## config.mk

```make
export PLATFORM = sky130hd
export DESIGN_NAME = ctrl_pipe_unit
export DESIGN_NICKNAME = d
export VERILOG_FILES = /design/src/rtl/ctrl_pkg.sv /design/src/rtl/ctrl_decode.sv /design/src/rtl/ctrl_pipe_unit.sv
export SDC_FILE = /design/constraint.sdc
export NUM_CORES = 1
export LEC_CHECK = 0
export CAP_MARGIN = 20
export CORE_ASPECT_RATIO = 2
export CORE_UTILIZATION = 35
export DETAILED_ROUTE_END_ITERATION = 6
export PLACE_DENSITY_LB_ADDON = 0.3
export SLEW_MARGIN = 20
export SYNTH_ARGS = -nofsm -noshare
export SYNTH_HDL_FRONTEND = slang
export SYNTH_SLANG_ARGS = --single-unit
```

## constraint.sdc

```tcl
create_clock -name clk -period 2.4 [get_ports clk]
set_clock_uncertainty 0.15 [all_clocks]
set_input_delay 0.48 -clock clk [delete_from_list [all_inputs] [get_ports clk]]
set_output_delay 0.48 -clock clk [all_outputs]
set_load 0.03 [all_outputs]
```

## src/rtl/ctrl_pkg.sv

```systemverilog
// Shared opcodes, control encodings, sequencer state and the E-stage control bundle
// for the pipelined RV32I(+M) controller.
package ctrl_pkg;

  localparam logic [6:0] OP_LOAD   = 7'b0000011;
  localparam logic [6:0] OP_STORE  = 7'b0100011;
  localparam logic [6:0] OP_IMM    = 7'b0010011;
  localparam logic [6:0] OP_OP     = 7'b0110011;
  localparam logic [6:0] OP_BRANCH = 7'b1100011;
  localparam logic [6:0] OP_JAL    = 7'b1101111;
  localparam logic [6:0] OP_JALR   = 7'b1100111;
  localparam logic [6:0] OP_LUI    = 7'b0110111;
  localparam logic [6:0] OP_AUIPC  = 7'b0010111;

  localparam logic [6:0] F7_BASE   = 7'b0000000;
  localparam logic [6:0] F7_ALT    = 7'b0100000;
  localparam logic [6:0] F7_MULDIV = 7'b0000001;

  localparam logic [3:0] ALU_ADD  = 4'd0;
  localparam logic [3:0] ALU_SUB  = 4'd1;
  localparam logic [3:0] ALU_SLL  = 4'd2;
  localparam logic [3:0] ALU_SLT  = 4'd3;
  localparam logic [3:0] ALU_SLTU = 4'd4;
  localparam logic [3:0] ALU_XOR  = 4'd5;
  localparam logic [3:0] ALU_SRL  = 4'd6;
  localparam logic [3:0] ALU_SRA  = 4'd7;
  localparam logic [3:0] ALU_OR   = 4'd8;
  localparam logic [3:0] ALU_AND  = 4'd9;

  localparam logic [2:0] RES_ALU   = 3'd0;
  localparam logic [2:0] RES_MEM   = 3'd1;
  localparam logic [2:0] RES_PC4   = 3'd2;
  localparam logic [2:0] RES_IMM   = 3'd3;
  localparam logic [2:0] RES_AUIPC = 3'd4;
  localparam logic [2:0] RES_MD    = 3'd5;

  localparam logic [2:0] IMM_I = 3'd0;
  localparam logic [2:0] IMM_S = 3'd1;
  localparam logic [2:0] IMM_B = 3'd2;
  localparam logic [2:0] IMM_J = 3'd3;
  localparam logic [2:0] IMM_U = 3'd4;

  // Load and store selects are one-hot so the LSU can steer byte lanes directly.
  localparam logic [4:0] LD_B  = 5'b00001;
  localparam logic [4:0] LD_H  = 5'b00010;
  localparam logic [4:0] LD_W  = 5'b00100;
  localparam logic [4:0] LD_BU = 5'b01000;
  localparam logic [4:0] LD_HU = 5'b10000;
  localparam logic [2:0] ST_B  = 3'b001;
  localparam logic [2:0] ST_H  = 3'b010;
  localparam logic [2:0] ST_W  = 3'b100;

  typedef enum logic [0:0] {SEQ_IDLE = 1'b0, SEQ_RUN = 1'b1} seq_state_e;

  typedef struct packed {
    logic       regwrite;
    logic       memwrite;
    logic       alusrc;
    logic [2:0] resultsrc;
    logic [3:0] alucontrol;
    logic [4:0] load_src;
    logic [2:0] store_src;
    logic       jal;
    logic       jalr;
    logic       branch;
    logic       illegal;
    logic [2:0] md_op;
    logic       md_valid;
  } ctrl_bundle_t;

  localparam ctrl_bundle_t CTRL_BUBBLE = '0;

endpackage

```

## src/rtl/ctrl_decode.sv

```systemverilog
// Combinational D-stage decoder: instr_d -> control bundle and immediate select.
// RV_M_EXT_EN enables decoding of RV32M (funct7=0000001) ops; otherwise they are illegal.
module ctrl_decode
  import ctrl_pkg::*;
(
  input  logic [31:0]  instr_d,
  input  logic         valid_d,
  output logic [2:0]   immsrc_d,
  output ctrl_bundle_t ctrl_d
);
  logic [6:0]   opcode;
  logic [2:0]   funct3;
  logic [6:0]   funct7;
  logic         known;
  logic         unused_instr_bits;
  ctrl_bundle_t dec;

  assign opcode = instr_d[6:0];
  assign funct3 = instr_d[14:12];
  assign funct7 = instr_d[31:25];
  assign unused_instr_bits = ^{instr_d[24:15], instr_d[11:7]};

  always_comb begin
    dec      = CTRL_BUBBLE;
    known    = 1'b1;
    immsrc_d = IMM_I;
    case (opcode)
      OP_LOAD: begin
        dec.regwrite  = 1'b1;
        dec.alusrc    = 1'b1;
        dec.resultsrc = RES_MEM;
        case (funct3)
          3'b000:  dec.load_src = LD_B;
          3'b001:  dec.load_src = LD_H;
          3'b010:  dec.load_src = LD_W;
          3'b100:  dec.load_src = LD_BU;
          3'b101:  dec.load_src = LD_HU;
          default: known = 1'b0;
        endcase
      end
      OP_STORE: begin
        immsrc_d     = IMM_S;
        dec.memwrite = 1'b1;
        dec.alusrc   = 1'b1;
        case (funct3)
          3'b000:  dec.store_src = ST_B;
          3'b001:  dec.store_src = ST_H;
          3'b010:  dec.store_src = ST_W;
          default: known = 1'b0;
        endcase
      end
      OP_IMM: begin
        dec.regwrite = 1'b1;
        dec.alusrc   = 1'b1;
        case (funct3)
          3'b000:  dec.alucontrol = ALU_ADD;
          3'b001:  dec.alucontrol = ALU_SLL;
          3'b010:  dec.alucontrol = ALU_SLT;
          3'b011:  dec.alucontrol = ALU_SLTU;
          3'b100:  dec.alucontrol = ALU_XOR;
          3'b101:  dec.alucontrol = funct7[5] ? ALU_SRA : ALU_SRL;
          3'b110:  dec.alucontrol = ALU_OR;
          default: dec.alucontrol = ALU_AND;
        endcase
        // Only the shift-immediate forms constrain funct7; elsewhere it is immediate data.
        if (funct3 == 3'b001)      known = (funct7 == F7_BASE);
        else if (funct3 == 3'b101) known = (funct7 == F7_BASE) || (funct7 == F7_ALT);
      end
      OP_OP: begin
        dec.regwrite = 1'b1;
        if (funct7 == F7_MULDIV) begin
`ifdef RV_M_EXT_EN
          dec.md_valid  = 1'b1;
          dec.md_op     = funct3;
          dec.resultsrc = RES_MD;
`else
          known = 1'b0;
`endif
        end else begin
          known = (funct7 == F7_BASE) ||
                  ((funct7 == F7_ALT) && ((funct3 == 3'b000) || (funct3 == 3'b101)));
          case (funct3)
            3'b000:  dec.alucontrol = funct7[5] ? ALU_SUB : ALU_ADD;
            3'b001:  dec.alucontrol = ALU_SLL;
            3'b010:  dec.alucontrol = ALU_SLT;
            3'b011:  dec.alucontrol = ALU_SLTU;
            3'b100:  dec.alucontrol = ALU_XOR;
            3'b101:  dec.alucontrol = funct7[5] ? ALU_SRA : ALU_SRL;
            3'b110:  dec.alucontrol = ALU_OR;
            default: dec.alucontrol = ALU_AND;
          endcase
        end
      end
      OP_BRANCH: begin
        immsrc_d       = IMM_B;
        dec.branch     = 1'b1;
        dec.alucontrol = ALU_SUB;
        known          = (funct3 != 3'b010) && (funct3 != 3'b011);
      end
      OP_JAL: begin
        immsrc_d      = IMM_J;
        dec.regwrite  = 1'b1;
        dec.jal       = 1'b1;
        dec.resultsrc = RES_PC4;
      end
      OP_JALR: begin
        dec.regwrite  = 1'b1;
        dec.alusrc    = 1'b1;
        dec.jalr      = 1'b1;
        dec.resultsrc = RES_PC4;
        known         = (funct3 == 3'b000);
      end
      OP_LUI: begin
        immsrc_d      = IMM_U;
        dec.regwrite  = 1'b1;
        dec.resultsrc = RES_IMM;
      end
      OP_AUIPC: begin
        immsrc_d      = IMM_U;
        dec.regwrite  = 1'b1;
        dec.resultsrc = RES_AUIPC;
      end
      default: known = 1'b0;
    endcase
  end

  always_comb begin
    ctrl_d = CTRL_BUBBLE;
    if (valid_d) begin
      if (known) ctrl_d = dec;
      else       ctrl_d.illegal = 1'b1;
    end
  end

endmodule

```

## src/rtl/ctrl_pipe_unit.sv

```systemverilog
// Pipelined control unit: E-stage control register, jump/branch redirect and M-op latency sequencer.
// Define RV_M_EXT_EN to decode RV32M ops and build the sequencer; otherwise md_* and stall_fd are 0.
module ctrl_pipe_unit
  import ctrl_pkg::*;
#(
  parameter int MUL_LAT = 3,
  parameter int DIV_LAT = 32
) (
  input  logic        clk,
  input  logic        rst,
  input  logic [31:0] instr_d,
  input  logic        valid_d,
  input  logic        flush_e,
  input  logic        branch_taken_e,
  output logic [2:0]  immsrc_d,
  output logic        regwrite_e,
  output logic        memwrite_e,
  output logic        alusrc_e,
  output logic [2:0]  resultsrc_e,
  output logic [3:0]  alucontrol_e,
  output logic [4:0]  load_src_e,
  output logic [2:0]  store_src_e,
  output logic        jal_e,
  output logic        jalr_e,
  output logic        branch_e,
  output logic        illegal_e,
  output logic [2:0]  md_op_e,
  output logic        md_valid_e,
  output logic        md_start,
  output logic        md_done,
  output logic [1:0]  pcsrc,
  output logic        kill_d,
  output logic        stall_fd
);
  ctrl_bundle_t ctrl_d, e_q, e_d;

  ctrl_decode u_decode (
    .instr_d  (instr_d),
    .valid_d  (valid_d),
    .immsrc_d (immsrc_d),
    .ctrl_d   (ctrl_d)
  );

  // The decoder already yields a bubble for valid_d=0.
  always_comb begin
    e_d = e_q;
    if (!stall_fd) begin
      if (flush_e || kill_d) e_d = CTRL_BUBBLE;
      else                   e_d = ctrl_d;
    end
  end

  always_ff @(posedge clk or posedge rst) begin
    if (rst) e_q <= CTRL_BUBBLE;
    else     e_q <= e_d;
  end

  assign regwrite_e   = e_q.regwrite;
  assign memwrite_e   = e_q.memwrite;
  assign alusrc_e     = e_q.alusrc;
  assign resultsrc_e  = e_q.resultsrc;
  assign alucontrol_e = e_q.alucontrol;
  assign load_src_e   = e_q.load_src;
  assign store_src_e  = e_q.store_src;
  assign jal_e        = e_q.jal;
  assign jalr_e       = e_q.jalr;
  assign branch_e     = e_q.branch;
  assign illegal_e    = e_q.illegal;
  assign md_op_e      = e_q.md_op;
  assign md_valid_e   = e_q.md_valid;

  always_comb begin
    pcsrc = 2'b00;
    if (e_q.jalr)                                 pcsrc = 2'b10;
    else if (e_q.jal || (e_q.branch && branch_taken_e)) pcsrc = 2'b01;
  end
  assign kill_d = (pcsrc != 2'b00);

`ifdef RV_M_EXT_EN
  localparam int MAX_LAT = (MUL_LAT > DIV_LAT) ? MUL_LAT : DIV_LAT;
  localparam int CNT_W   = $clog2(MAX_LAT + 1);

  seq_state_e       state_q, state_d;
  logic [CNT_W-1:0] cnt_q, cnt_d, lat, lat_last;

  assign lat      = e_q.md_op[2] ? CNT_W'(DIV_LAT) : CNT_W'(MUL_LAT);
  assign lat_last = lat - CNT_W'(1);

  always_comb begin
    state_d  = state_q;
    cnt_d    = cnt_q;
    md_start = 1'b0;
    md_done  = 1'b0;
    stall_fd = 1'b0;
    case (state_q)
      SEQ_IDLE: begin
        if (e_q.md_valid) begin
          md_start = 1'b1;
          if (lat == CNT_W'(1)) begin
            md_done = 1'b1;
          end else begin
            stall_fd = 1'b1;
            state_d  = SEQ_RUN;
            cnt_d    = CNT_W'(1);
          end
        end
      end
      SEQ_RUN: begin
        if (cnt_q < lat_last) begin
          stall_fd = 1'b1;
          cnt_d    = cnt_q + CNT_W'(1);
        end else begin
          md_done = 1'b1;
          state_d = SEQ_IDLE;
          cnt_d   = '0;
        end
      end
      default: state_d = SEQ_IDLE;
    endcase
  end

  always_ff @(posedge clk or posedge rst) begin
    if (rst) begin
      state_q <= SEQ_IDLE;
      cnt_q   <= '0;
    end else begin
      state_q <= state_d;
      cnt_q   <= cnt_d;
    end
  end
`else
  localparam int unused_lat = MUL_LAT + DIV_LAT;
  assign md_start = 1'b0;
  assign md_done  = 1'b0;
  assign stall_fd = 1'b0;
`endif

endmodule
```

* Yosys cells after proc, flatten, opt, wreduce, memory -nomap -nowiden
Index checks and enable logic that the tools add are counted.
Word-level totals: flip-flop bits (word level) 26, bits of input ports 37, output and inout port bits 35, word-level logic and storage cells 80
Operators by class: eq/ne operators 19, multiplexer cells 30, reduce and logical (&&, ||, !) cells 18
Operators with widths (number):
- case mux 4 bit (7 select lines) | 2
- 2-to-1 mux 26 bit | 2
- == test 7 x 6 -> 1 bit, second input constant | 4
- case mux 5 bit (5 select lines) | 1
- case mux 3 bit (4 select lines) | 2
- == test 7 bit, second input constant | 3
- 2-to-1 mux 21 bit | 1
- 2-to-1 mux 1 bit | 15
- == test 7 x 5 -> 1 bit, second input constant | 2
- case mux 4 bit (3 select lines) | 1
- == test 3 bit, second input constant | 3
- case mux 3 bit (3 select lines) | 1
- == test 7 x 1 -> 1 bit, second input constant | 1
- == test 7 x 2 -> 1 bit, second input constant | 1
- zero test 7 bit | 1
- case mux 1 bit (7 select lines) | 1
- OR reduction 7 bit | 1
- == test 3 x 2 -> 1 bit, second input constant | 2
- inequality test 3 x 2 -> 1 bit, second input constant | 2
- OR reduction 3 bit | 2
- logical OR 1 bit | 5
- 2-to-1 mux 5 bit | 1
- OR reduction 5 bit | 1
- 2-to-1 mux 4 bit | 1
- 8 further kinds | 11

* Logic depth before layout (Yosys ltp)
Gate-level depths: netlist (run 1).
depth in word-level cells 9, mapped depth 7

* Modules after synthesis
A second synthesis (run 1) with hierarchy kept.
Second synthesis, totals: cell total of the unflattened synthesis 170, area total of the unflattened synthesis 1569.0 µm²
Modules (own cells, without submodules):
- ctrl_pipe_unit | instances 1, cells each 66, area each 924.6 µm², sequential area each 650.6 µm²
- ctrl_decode | instances 1, cells each 104, area each 644.4 µm², sequential area each 0.0 µm²

* Worst setup path before layout (run 1)
Ideal clock, no wire load.
path type input to output, start point in instr_d[5], end point out immsrc_d[1], arrival 1.806 ns, slack -0.036 ns, stages 4, path buffers 1, path through buf_2 -> inv_1 -> or3_1 -> nor3_1
On the way: word-level cells in the longest chain between the ends 3, elaborated cells between the ends (all ways) 7, classes of those cells eq/ne (5); mux (1); reduce/logical (1)
Ends and longest elaborated chain:
- from (decl) | line ctrl_pipe_unit.sv:11 | input logic [31:0] instr_d,
- == test 7 x 6 -> 1 bit / == test 7 x 5 -> 1 bit (equally long branches) | line ctrl_decode.sv:27 | case (opcode)
- OR reduction 2 bit (no line)
- case mux 3 bit (4 select lines) (*) | line ctrl_decode.sv:27
- to (decl) | line ctrl_pipe_unit.sv:15 | output logic [2:0] immsrc_d,
Mark *: on every way between the ends. The rest lies on a longest branch, timed or not.

==> results.md, run 1 <==
- The power density over cell area is around 360 nW/um^2.
- The mux cell area share after synthesis is 0.888%.
- In the synthesized netlist the dominant register cell turns out to be sky130_fd_sc_hd__dfrtp_1.
- The number of endpoints with negative hold slack in the final report is 0.
- The die covers 3880 um^2.
- In this run the static leakage power is around 0.94 nW.
- The detailed router finished its first iteration with 30 violations.
- The core region is 3420 um^2.
- Of the total synthesized cell area, the portion taken by XOR and XNOR cells is ~1.4%.
- The worst hold-check path type is input port to async pin.
- The top cell type by area accounts for 43.4% of the synthesized area.
- The clock buffer count from CTS is 3.
- Dividing the detail-routed via count by the number of cells gives approximately 4.8.
- Internal power comes to about 560 uW.
- Wires add up to approximately 3300 um.
- The later pin in the worst-skew pair is clocked with a latency of 0.25 ns.
- The overall fraction of global-route tracks in use is 19.1%.
- Across the VDD grid, the largest voltage drop is between 0.15 and 0.2 mV.
- After detailed routing, the number of remaining DRC violations is 0.
- The number of cell instances on the worst register-to-register path is 6.
- The worst path uses a little over nine tenths of the clock period.
- In the synthesized netlist, the cells that appear most often are sky130_fd_sc_hd__dfrtp_1 (22), sky130_fd_sc_hd__nand2_1 (12), sky130_fd_sc_hd__nor2_1 (11).
- For this configuration, the core starts out at a cell density of 37.1%.
- In this run, flip-flops and latches consume 49.7% of the power.
- Input and output buffers added on the ports amount to 49.
- Counting flops with an async set or reset pin after synthesis yields a share of between 90% and 100%.
- The net switching fraction of the power is 25.1%.
- The most used standard cell by instance count after synthesis is sky130_fd_sc_hd__dfrtp_1.
- The critical-path maximum fanout is 4.
- The fraction of power consumed by combinational cells is around 22%.
- The I/O pin total is approximately 70.
- The number of H-tree branching levels is 1.
- The sequential fraction of the synthesis area is 43.4%.
- The share of total power dissipated in the clock network is between 20% and 30%.
- Across the run, the number of max-cap violations was 0.
- The floorplan step set the die width to roughly 45 um.
- The clock period could shrink to 2.34 ns.
- The first detailed-routing pass took 4 iterations.
- The layout-stage area growth over the synthesis result is 65.6%.
- In this run, synthesis inferred 0 flip-flops with an integrated enable.
- Summed over all layers, the global routing overflow is 0.
- The flip-flop and latch count after synthesis is 22.
- The end point of the critical path is regwrite_e.
- The capture instance of the worst register-to-register path is alucontrol_e[1].
- The timing-limited maximum frequency is 427 MHz.
- The launch point of the critical path is instr_d[28].
- The number of antenna diodes in the final layout is 0.
- The cell area after synthesis is 1270 um^2.
- The dominant cell type by area after synthesis is sky130_fd_sc_hd__dfrtp_1.
- For this design, the CTS-stage hold fixing added 0 buffers.
- In the synthesized netlist, the number of instances is about 140.
- The count of final max-slew check failures is 0.
- Clock-pin slew was measured on the worst setup and hold paths at roughly 0.07 ns.
- The half-perimeter wire length of the detailed placement result is 2740 um.
- The post-detailed-route count of antenna-violating nets is 0.
- The initial antenna violation count came to 0.
- The routed layout has 1270 vias.
- The initialized floorplan defines 30 standard-cell rows.
- In this run the deepest clock path goes through 2 buffers.
- For the worst setup path, the data required time is about 2.4 ns.
- The nature of the critical path startpoint is an input port.
- The clock tree root buffer cell is sky130_fd_sc_hd__clkbuf_8.
- Yosys attributes the largest share of cell area to sky130_fd_sc_hd__dfrtp_1 (43%), sky130_fd_sc_hd__buf_4 (5.3%), sky130_fd_sc_hd__a21oi_1 (3.9%).
- The wire length of the first global-routing pass is between 5000 and 6000 um.
- Setup violations remaining at the end of the flow were counted as 0.
- The distinct cell type count after synthesis is 43.
- The fraction of the mapped netlist area in simple logic gates is 27.1%.
- Hold timing on the final database bottoms out at a slack of a little under 0.4 ns.
- The Yosys step of the flow raised 0 warnings.
- The final estimated routing congestion in global placement is between 0.9 and 1.
- The endpoint type of the worst setup path is a flip-flop.
- Dividing the detail-routed wire length by the instance count gives 12.7 um.
- The final layout contains 254 nets.
- The via count of the first global-routing pass is ~1400.
- The main combinational cell family by area after synthesis is simple AND/OR/NAND/NOR gates.
- The critical path data arrival time is 2.31 ns.
- TritonCTS built the clock tree.
- The fraction of layout cells with a size suffix above 1 is a little over a quarter.
- The mean post-synth cell area is 9.25 um^2.
- The largest net degree at the start of global routing is 23.
- The layout has between 200 and 300 filler cells.
- Summing the areas of all compound-gate instances in the mapped netlist gives between 15 and 20% of the synthesized area.
- The beginning of the worst register-to-register path is branch_e.
- The run finished with clean final reports.
- The share of synthesized cell area in full adder, half adder and majority cells is 0%.
- By startpoint and endpoint, the worst setup path is classified as input port to flip-flop.
- The floorplan step set the die height to around 87 um.
- The clock sink total is 22.
- Setup slack on the worst reg-to-reg path comes out at roughly 0.36 ns.
- The net switching power is ~190 uW.
- The post-layout total power is between 700 and 800 uW.
## cell families (layout without fill, tap and decap cells)
kind of cell / Yosys count / count (layout)
buffers and inverters: 22 / 94
other: 1 / 7
AOI/OAI and AO/OA: 29 / 29
xor gates and xnor gates: 2 / 2
muxes: 1 / 1
and+or+nand+nor: 60 / 60
DFF: 22 / 22
## per-stage QoR
| step | setup WS, ns | utilization (%) | cells | cell area (um^2) | TNS (ns) |
|---|---|---|---|---|---|
| finish | 0.0555 | 61.5 | 263 | 2100 | 0 |
| global placement | -0.365 | 57.9 | 257 | 1980 | -2.61 |
| floorplan | 0.0132 | - | 143 | 1290 | 0 |
| detailed placement | -0.413 | 57.9 | 257 | 1980 | -3.12 |
| global route | -0.00767 | 61.5 | 263 | 2100 | -0.00767 |
| CTS | -0.00826 | 60.0 | 263 | 2050 | -0.00826 |
## flip-flops by register name, summed over array words and instances, names as in the netlist
register / flops
jalr_e: 1
store_src_e: 3
alucontrol_e: 4
branch_e: 1
regwrite_e: 1
resultsrc_e: 3
jal_e: 1
alusrc_e: 1
load_src_e: 5
memwrite_e: 1
illegal_e: 1
## layout by cell type, fill, tap and decap left out, types with 2 or more instances in the layout
| cell | synthesis | routed |
|---|---|---|
| sky130_fd_sc_hd__o21ai_0 | 4 | 2 |
| sky130_fd_sc_hd__dfrtp_1 | 22 | 22 |
| sky130_fd_sc_hd__or3_4 | 1 | 2 |
| sky130_fd_sc_hd__nand4_1 | 3 | 3 |
| sky130_fd_sc_hd__nor2b_1 | 2 | 2 |
| sky130_fd_sc_hd__nand3_1 | 6 | 6 |
| sky130_fd_sc_hd__a21oi_1 | 10 | 10 |
| sky130_fd_sc_hd__inv_1 | 6 | 6 |
| sky130_fd_sc_hd__xor2_1 | 2 | 2 |
| sky130_fd_sc_hd__buf_6 | 1 | 2 |
| sky130_fd_sc_hd__nor3_4 | 0 | 2 |
| sky130_fd_sc_hd__dlygate4sd2_1 | 0 | 8 |
| sky130_fd_sc_hd__a211oi_1 | 2 | 2 |
| sky130_fd_sc_hd__conb_1 | 1 | 7 |
| sky130_fd_sc_hd__buf_4 | 9 | 38 |
| sky130_fd_sc_hd__nor2_1 | 11 | 10 |
| sky130_fd_sc_hd__nor3_1 | 9 | 7 |
| sky130_fd_sc_hd__or3_1 | 3 | 2 |
| sky130_fd_sc_hd__dlymetal6s2s_1 | 0 | 3 |
| sky130_fd_sc_hd__a31oi_1 | 2 | 2 |
| sky130_fd_sc_hd__nand2b_1 | 4 | 4 |
| sky130_fd_sc_hd__nand2_1 | 12 | 12 |
| sky130_fd_sc_hd__clkbuf_8 | 0 | 3 |
| sky130_fd_sc_hd__clkdlybuf4s50_1 | 0 | 34 |
## critical path, cell delays in order
cell and delay [ns]:
sky130_fd_sc_hd__clkdlybuf4s50_1 0.39, sky130_fd_sc_hd__or4_4 0.44, sky130_fd_sc_hd__nor3_4 0.21, sky130_fd_sc_hd__nand3_1 0.09, sky130_fd_sc_hd__a21o_1 0.26, sky130_fd_sc_hd__a2111oi_0 0.44
## layout make-up
cell class	count	area [um^2]	share of cell area, %
clock buffer	3	41.3	1.97
inverter	6	22.5	1.07
multi-input combinational	99	669	31.9
sequential	22	551	26.2
tap	48	60.1	2.86
timing repair buffer	85	756	36.0
## worst min-delay path by stage
stage	from	end	slack, ns	cells after the start
floorplan	rst	alucontrol_e[0]	0.32	1
global placement	jal_e	jalr_e	0.63	3
detailed placement	jal_e	jalr_e	0.66	3
CTS	rst	store_src_e[2]	0.40	3
global route	rst	load_src_e[1]	0.43	3
finish	rst	load_src_e[3]	0.39	3
## power groups by stage
stage / logic [mW] / clock network (mW) / registers, mW
2_1_floorplan: 0.0798 / 0 / 0.381
3_3_place_gp: 0.160 / 0 / 0.379
3_5_place_dp: 0.163 / 0 / 0.379
4_1_cts: 0.162 / 0.219 / 0.372
5_1_grt: 0.180 / 0.236 / 0.372
6_report: 0.166 / 0.211 / 0.372
## what timing repair did
action                                  4_1_cts  5_1_grt
buffers inserted                              3        0
gates resized for setup                      14       11
endpoints found under the setup margin        5       13
hold endpoints to repair                      0        0
pin swaps                                     3        5
## metal layers
metal	part of all wire (%)	track usage, %
met4	3.5	13.8
met1	35	18.2
met2	59	36.1
met5	0	0
met3	1.9	0.830
Power figures use the tool's default switching activity.
==> inputs of run 2 (changes only) <==
==> constraint.sdc (replaced) <==
create_clock -name clk -period 2.4 [get_ports clk]
set_clock_uncertainty 0.15 [all_clocks]
set_input_delay 0.36 -clock clk [delete_from_list [all_inputs] [get_ports clk]]
set_output_delay 0.36 -clock clk [all_outputs]
set_load 0.03 [all_outputs]
==> run 2 against run 1 <==
Compared with the run above:
- via count is 3.1% lower
- sequential share of layout area is 0.69 points higher
- register-to-register slack worse by 0.07 ns
- critical endpoint is now immsrc_d[0]
- core utilization is 1.6 points lower
- clock-buffer cell count is 1 higher
- critical path depth stayed put
- sequential power hardly changed
==> results.md, run 2 (synthesis results as in run 1) <==
- The final worst-path cycle share came to 97.4% (-0.31 points).
- The worst setup path is launched from an input port.
- The detailed route wirelength on metal2 came to 1900 um (-3.8%).
- The area of combinational cells with multiple inputs is 626 um^2 (-6.5%).
- The post-route met1 wirelength is 1100 um (-6.5%).
- The timing-limited maximum frequency is 428 MHz (+0.32%).
- The largest net degree at the start of global routing is 23 (unchanged).
- The final estimated routing congestion in global placement is 0.885 (-2.2%).
- The placeable core region came to 3420 um^2 (unchanged).
- The I/O pin total was 72 (unchanged).
- The worst hold path belongs to the class input port to async pin.
- The clock network power share is 31.6% (+3.4 points).
- The overall die height is 87.1 um (unchanged).
- Clock tree synthesis selected as its root buffer the cell sky130_fd_sc_hd__clkbuf_8.
- The wire length of the first global-routing pass was 5270 um (-5.1%).
- The net switching fraction of the power was 23.4% (-1.6 points).
- The number of setup buffers added after CTS was 0 (-3).
- The total negative slack is 0 ns (unchanged).
- The internal cell power came to 595 uW (+6.1%).
- Traced cell by cell, the critical path runs through clkdlybuf4s50_1, nand4bb_4, or3_4, buf_4, o21ai_2, buf_6.
- The power density over cell area came to 380 nW/um^2 (+6.6%).
- The number of H-tree branching levels is 1 (unchanged).
- The number of setup violations in the final report was 0 (unchanged).
- The die span in x was 44.6 um (unchanged).
- The clock input transition at the sequential cells of the worst setup and hold paths is 0.07 ns (about the same).
- The fraction of layout cells with a size suffix above 1 is 23.6% (-3.4 points).
- The max-slew headroom at the worst pin is approximately 50%.
- The number of buffers between clock root and the deepest sink came to 2 (unchanged).
- The post-detailed-route count of antenna-violating nets is 0 (unchanged).
- The floorplan die area is 3880 um^2 (unchanged).
- The slew at the pin with the worst max-slew slack is around 0.76 ns.
- STA classifies the critical path endpoint as an output pin.
- The overall overflow remaining after global route was 0 (unchanged).
- The post-layout total power is 778 uW (+3.9%).
- The via count was 1230 (-3.1%).
- The library cell contributing the largest single delay on the critical path is sky130_fd_sc_hd__clkdlybuf4s50_1.
- The required arrival time at the worst endpoint is 1.89 ns (-0.48 ns).
- The sum of routed wire length over all layers was 3110 um (-6.7%).
- The initial antenna violation count is 0 (unchanged).
- The ratio of routed vias to standard cells is 4.73 (-2.0%).
- The number of placement rows is 30 (unchanged).
- The largest voltage drop on the vdd net is 0.180 mV (-4.9%).
- Leaving out fill and tap cells, the most frequent cell in the layout is sky130_fd_sc_hd__clkdlybuf4s50_1.
- The via count of the first global-routing pass is 1270 (-6.4%).
- The number of buffers inserted by hold repair at cts was 0 (unchanged).
- The number of endpoints with negative hold slack in the final report is 0 (unchanged).
- The initial standard-cell utilization of the core is 37.1% (unchanged).
- The count of buffers from port buffering is 49 (unchanged).
- The fraction of power consumed by combinational cells is 20.6% (-1.5 points).
- The critical path data arrival time is 1.83 ns (-0.48 ns).
- The number of fill cells is 322 (+8.8%).
- The placed cell count is 256 (-0.39%).
- The count of final max-slew check failures was 0 (unchanged).
- The overall fraction of global-route tracks in use is 18.1% (-1.1 points).
- The critical-path maximum fanout came to 3 (-1).
- The library cells used most frequently in the layout, excluding fill and tap cells, are sky130_fd_sc_hd__clkdlybuf4s50_1 (44), sky130_fd_sc_hd__buf_4 (34), sky130_fd_sc_hd__dfrtp_1 (22), sky130_fd_sc_hd__nand2_1 (12), sky130_fd_sc_hd__nor2_1 (11).
- The initial DRC count came to 35 (+17%).
- The clock buffer count from CTS came to 3 (unchanged).
- The number of standard cells in the final layout excluding fillers was 260 (-1.1%).
- The clock sink total was 22 (unchanged).
- The pre-CTS setup slack is -0.168 ns (+0.246 ns).
- The number of iterations in the first detailed-routing pass is 4 (unchanged).
- The clock latency on the worst-skew pair is 0.25 ns (about the same).
- The number of flip-flops in the largest register came to 5 (unchanged).
- The routed length per instance is 12.0 um (-5.6%).
- The net switching power is 182 uW (-2.9%).
- The flow ran to the end, and the final reports show no timing, DRC or antenna violations.
- The routed length on met3 is 50 um (-22%).
- The count of buffer and inverter cells on the critical path is 3 (+2).
- The final worst slack was 0.0630 ns (+0.00745 ns).
- The family with the most delay on the worst path is buffers and inverters.
- The post-layout minimum cycle time was 2.34 ns (-0.00745 ns).
- The total inserted antenna cells is 0 (unchanged).
- The half-perimeter wire length of the detailed placement result is 2670 um (-2.5%).
- Relative to the synthesized area, the layout overhead comes to 61.4%.
- The worst hold slack is 0.395 ns (+0.0000270 ns).
- The CTS tree is built.
- The peak per-stage delay on the critical path is 0.46 ns (+0.02 ns).
- The number of violations of the max-capacitance limit is 0 (unchanged).
- The count of nets after finishing is 250 (-1.6%).
- The DRC violation count after routing is 0 (unchanged).
- The reported leakage power is 0.894 nW (-5.0%).
- The sequential fraction of design power is 47.8% (-1.9 points).
- The sequential cell area is 551 um^2 (unchanged).
- Setup repair after global routing left no endpoint under its margin.
- The startpoint-to-endpoint class of the critical path is input port to output pin.
- The top layer reached by signal wires is met4.
## run 2: cell types whose count changed in the layout (fill, tap and decap cells not counted), moves of 2 or more
cell,change
sky130_fd_sc_hd__clkdlybuf4s50_1,+10
sky130_fd_sc_hd__dlygate4sd2_1,-8
sky130_fd_sc_hd__nor3_4,-2
sky130_fd_sc_hd__buf_4,-4
## run 2: layout make-up
class                   instances  share of cell area, %
well taps                      48                   2.94
inverters                       6                   1.10
multi-input cells              99                   30.6
repair buffers                 81                   35.8
flip-flops and latches         22                   26.9
clock buffers                   4                   2.69
## run 2: what timing repair did
action | 4_1_cts | 5_1_grt
gates resized for setup | 1 | 6
setup endpoints to repair | 1 | 2
pin swaps | 0 | 1
## run 2: per-layer routing
layer | track usage [%] | up-vias
met1 | 18.2 | 579
met2 | 34.6 | 28
met3 | 1.24 | 4
met4 | 9.09 | 0
li1 | - | 619
met5 | 0 | -
## run 2: final timing paths
kind	startpoint	to	cells after the start	slack, ns
setup reg to reg	branch_e	store_src_e[1]	5	0.29
hold / removal	rst	load_src_e[3]	2	0.39
setup / recovery	instr_d[3]	immsrc_d[0]	6	0.06
hold reg to reg	jal_e	jalr_e	3	0.67
max in group asynchronous	rst	alucontrol_e[0]	2	1.23
min in group clk	instr_d[5]	resultsrc_e[2]	3	0.43
## run 2: through the flow
step	util [%]	area, um^2
2_1_floorplan	-	1290
3_3_place_gp	57.6	1970
3_5_place_dp	57.6	1970
4_1_cts	59.2	2020
5_1_grt	59.9	2050
6_report	59.9	2050
## run 2: power groups by stage
stage               registers, mW  logic (mW)  clock network [mW]
floorplan                   0.381      0.0792                   0
global placement            0.379       0.156                   0
detailed placement          0.379       0.158                   0
CTS                         0.372       0.159               0.255
global route                0.372       0.175               0.275
finish                      0.372       0.160               0.245
==> inputs of run 3 (changes only) <==
Settings changed: CAP_MARGIN 20 to 30, CTS_BUF_LIST set to sky130_fd_sc_hd__clkbuf_4.
==> run 3 against run 2 <==
Compared with the run above:
- flip-flop and latch count unchanged
- maximum frequency increased by 0.15%
- clock power decreased by 38%
- global-route usage decreased by 0.20 points
- sequential share of layout area increased by 0.38 points
- wire length decreased by 0.32%
- via count increased by 0.49%
- cell count unchanged
- design area decreased by 1.4%
- sequential power about the same
- total power decreased by 12%
- register-to-register slack about the same
==> results.md, run 3 (synthesis results as in run 1) <==
- The flow ran to the end, and the final reports show no timing, DRC or antenna violations.
- The ratio of routed vias to standard cells is 4.75 (+0.49%).
- The largest voltage drop on the vdd net is 0.148 mV (-18%).
- The critical-path maximum fanout is 3 (unchanged).
- The critical path data arrival time is 1.82 ns (about the same).
- The final worst-path cycle share was 97.2% (-0.15 points).
- The placed instance area is 1970 um^2 (unchanged).
- The post-detailed-route count of antenna-violating nets is 0 (unchanged).
- The post-route cell area is 2020 um^2 (-1.4%).
- The endpoint type of the worst setup path is an output pin.
- The number of iterations in the first detailed-routing pass is 4 (unchanged).
- The core occupancy in the finished layout is 59.0% (-0.84 points).
- The number of cell instances on the worst register-to-register path is 5 (unchanged).
- The placeable core region was 3420 um^2 (unchanged).
- The count of nets after finishing is 250 (unchanged).
- The clock latency on the worst-skew pair was 0.29 ns (+0.04 ns).
- The total negative slack is 0 ns (unchanged).
- The floorplan die area came to 3880 um^2 (unchanged).
- The I/O pin total was 72 (unchanged).
- The number of violations of the max-capacitance limit is 0 (unchanged).
- TritonCTS built the clock tree.
- The power density over cell area is 339 nW/um^2 (-11%).
- The internal cell power is 510 uW (-14%).
- The DRC violation count after routing came to 0 (unchanged).
- The startpoint identified for the worst register-to-register timing path is branch_e.
- The capture instance of the worst register-to-register path is store_src_e[1].
- The number of H-tree branching levels is 1 (unchanged).
- The sum of routed wire length over all layers is 3100 um (-0.32%).
- The number of setup buffers added after CTS is 0 (unchanged).
- The largest net degree at the start of global routing is 23 (unchanged).
- The number of endpoints with negative hold slack in the final report was 0 (unchanged).
- The number of buffers between clock root and the deepest sink came to 2 (unchanged).
- The initial standard-cell utilization of the core is 37.1% (unchanged).
- The initial DRC count is 30 (-14%).
- The overall die height is 87.1 um (unchanged).
- Setup repair after global routing left no endpoint under its margin.
- The number of setup violations in the final report is 0 (unchanged).
- The number of placement rows is 30 (unchanged).
- The count of buffers from port buffering came to 49 (unchanged).
- The clock sink total is 22 (unchanged).
- The final estimated routing congestion in global placement is 0.885 (unchanged).
- The fraction of power consumed by combinational cells came to 23.4% (+2.8 points).
- Leaving out fill and tap cells, the most frequent cells in the layout are sky130_fd_sc_hd__clkdlybuf4s50_1 (44), sky130_fd_sc_hd__buf_4 (34), sky130_fd_sc_hd__dfrtp_1 (22), sky130_fd_sc_hd__nand2_1 (12), sky130_fd_sc_hd__nor2_1 (11).
- The count of final max-slew check failures is 0 (unchanged).
- The half-perimeter wire length of the detailed placement result was 2670 um (unchanged).
- The overall overflow remaining after global route was 0 (unchanged).
- The tree is rooted in a sky130_fd_sc_hd__clkbuf_4.
- The fraction of layout cells with a size suffix above 1 is 23.1% (-0.47 points).
- The wire length of the first global-routing pass is 5260 um (-0.13%).
- The placed cell count is 256 (unchanged).
- The initial antenna violation count is 0 (unchanged).
- The required arrival time at the worst endpoint came to 1.89 ns (about the same).
- The post-layout total power was 684 uW (-12%).
- The net switching fraction of the power is 25.5% (+2.0 points).
- The number of standard cells in the final layout excluding fillers is 260 (unchanged).
- The clock network power share was 22.2% (-9.4 points).
- The nature of the critical path startpoint is an input port.
- The via count was 1236 (+0.49%).
- The overall fraction of global-route tracks in use is 17.9% (-0.20 points).
- The final worst slack came to 0.0665 ns (+0.00354 ns).
- The worst hold slack is 0.353 ns (-0.0419 ns).
- The via count of the first global-routing pass came to 1270 (unchanged).
- The total inserted antenna cells is 0 (unchanged).
- The post-layout minimum cycle time is 2.33 ns (-0.00354 ns).
- The clock buffer count from CTS is 3 (unchanged).
- The sequential fraction of design power came to 54.3% (+6.5 points).
- The timing-limited maximum frequency is 429 MHz (+0.15%).
- Compared with the post-synthesis result, the final layout area differs by 59.1%.
- The die span in x is 44.6 um (unchanged).
- The number of flip-flops in the largest register is 5 (unchanged).
- The slew at the pin with the worst max-slew slack is 0.763 ns (+0.00669 ns).
- The reported leakage power came to 0.881 nW (-1.5%).
- The register-to-register setup slack is 0.29 ns (about the same).
- The critical path is of the input port to output pin type.
- The max-slew headroom at the worst pin came to 49.1% (-0.45 points).
- The worst hold-check path type is input port to async pin.
- The most frequent standard cell in the layout excluding fill and tap cells is sky130_fd_sc_hd__clkdlybuf4s50_1.
- The routed length per instance came to 11.9 um (-0.32%).
- The net switching power came to 174 uW (-4.5%).
- The clock input transition at the sequential cells of the worst setup and hold paths is 0.10 ns (+0.03 ns).
- The pre-CTS setup slack is -0.168 ns (unchanged).
-- run 3: changes by cell type in the layout (fill, tap and decap cells not counted) --
cell,before,now
sky130_fd_sc_hd__clkinv_1,0,1
sky130_fd_sc_hd__clkbuf_8,4,0
sky130_fd_sc_hd__clkbuf_4,0,3
-- run 3: worst max path at each step --
stage | start | endpoint | slack [ns]
after detailed placement | instr_d[28] | jalr_e | -0.17
after CTS | instr_d[2] | immsrc_d[0] | 0.008
after global routing | instr_d[0] | immsrc_d[0] | 0.03
final | instr_d[1] | immsrc_d[0] | 0.07
after global placement | instr_d[28] | jalr_e | -0.11
after floorplan | branch_e | store_src_e[1] | 0.17
-- run 3: critical path, stage by stage --
cell and delay (ns):
sky130_fd_sc_hd__clkdlybuf4s50_1 0.55, sky130_fd_sc_hd__nand4bb_4 0.13, sky130_fd_sc_hd__or3_4 0.36, sky130_fd_sc_hd__buf_4 0.15, sky130_fd_sc_hd__o21ai_2 0.13, sky130_fd_sc_hd__buf_6 0.15
-- run 3: power by group through the flow --
stage	registers [mW]	logic [mW]	clock network, mW
3_3_place_gp	0.379	0.156	0
3_5_place_dp	0.379	0.158	0
4_1_cts	0.372	0.159	0.159
2_1_floorplan	0.381	0.0792	0
5_1_grt	0.372	0.175	0.179
6_report	0.372	0.160	0.152
-- run 3: repair_timing --
action,CTS,global route
endpoints found under the setup margin,1,2
gates resized for setup,1,6
pin swaps,0,1
hold buffers,0,0
endpoints found under the hold margin,0,0
-- run 3: per-layer routing --
layer | wire, um | track usage [%] | share of wire [%]
met5 | 0 | 0 | 0
met4 | 61 | 8.26 | 2.0
met3 | 51 | 0.622 | 1.6
met2 | 1910 | 34.8 | 62
met1 | 1080 | 18.3 | 35
-- run 3: final cells by class --
cell class | count | area [um^2]
tap | 48 | 60.1
inverter | 6 | 22.5
fill | 325 | 1400
clock inverter | 1 | 3.75
timing repair buffer | 81 | 732
sequential | 22 | 551
clock buffer | 3 | 22.5
multi-input combinational | 99 | 626
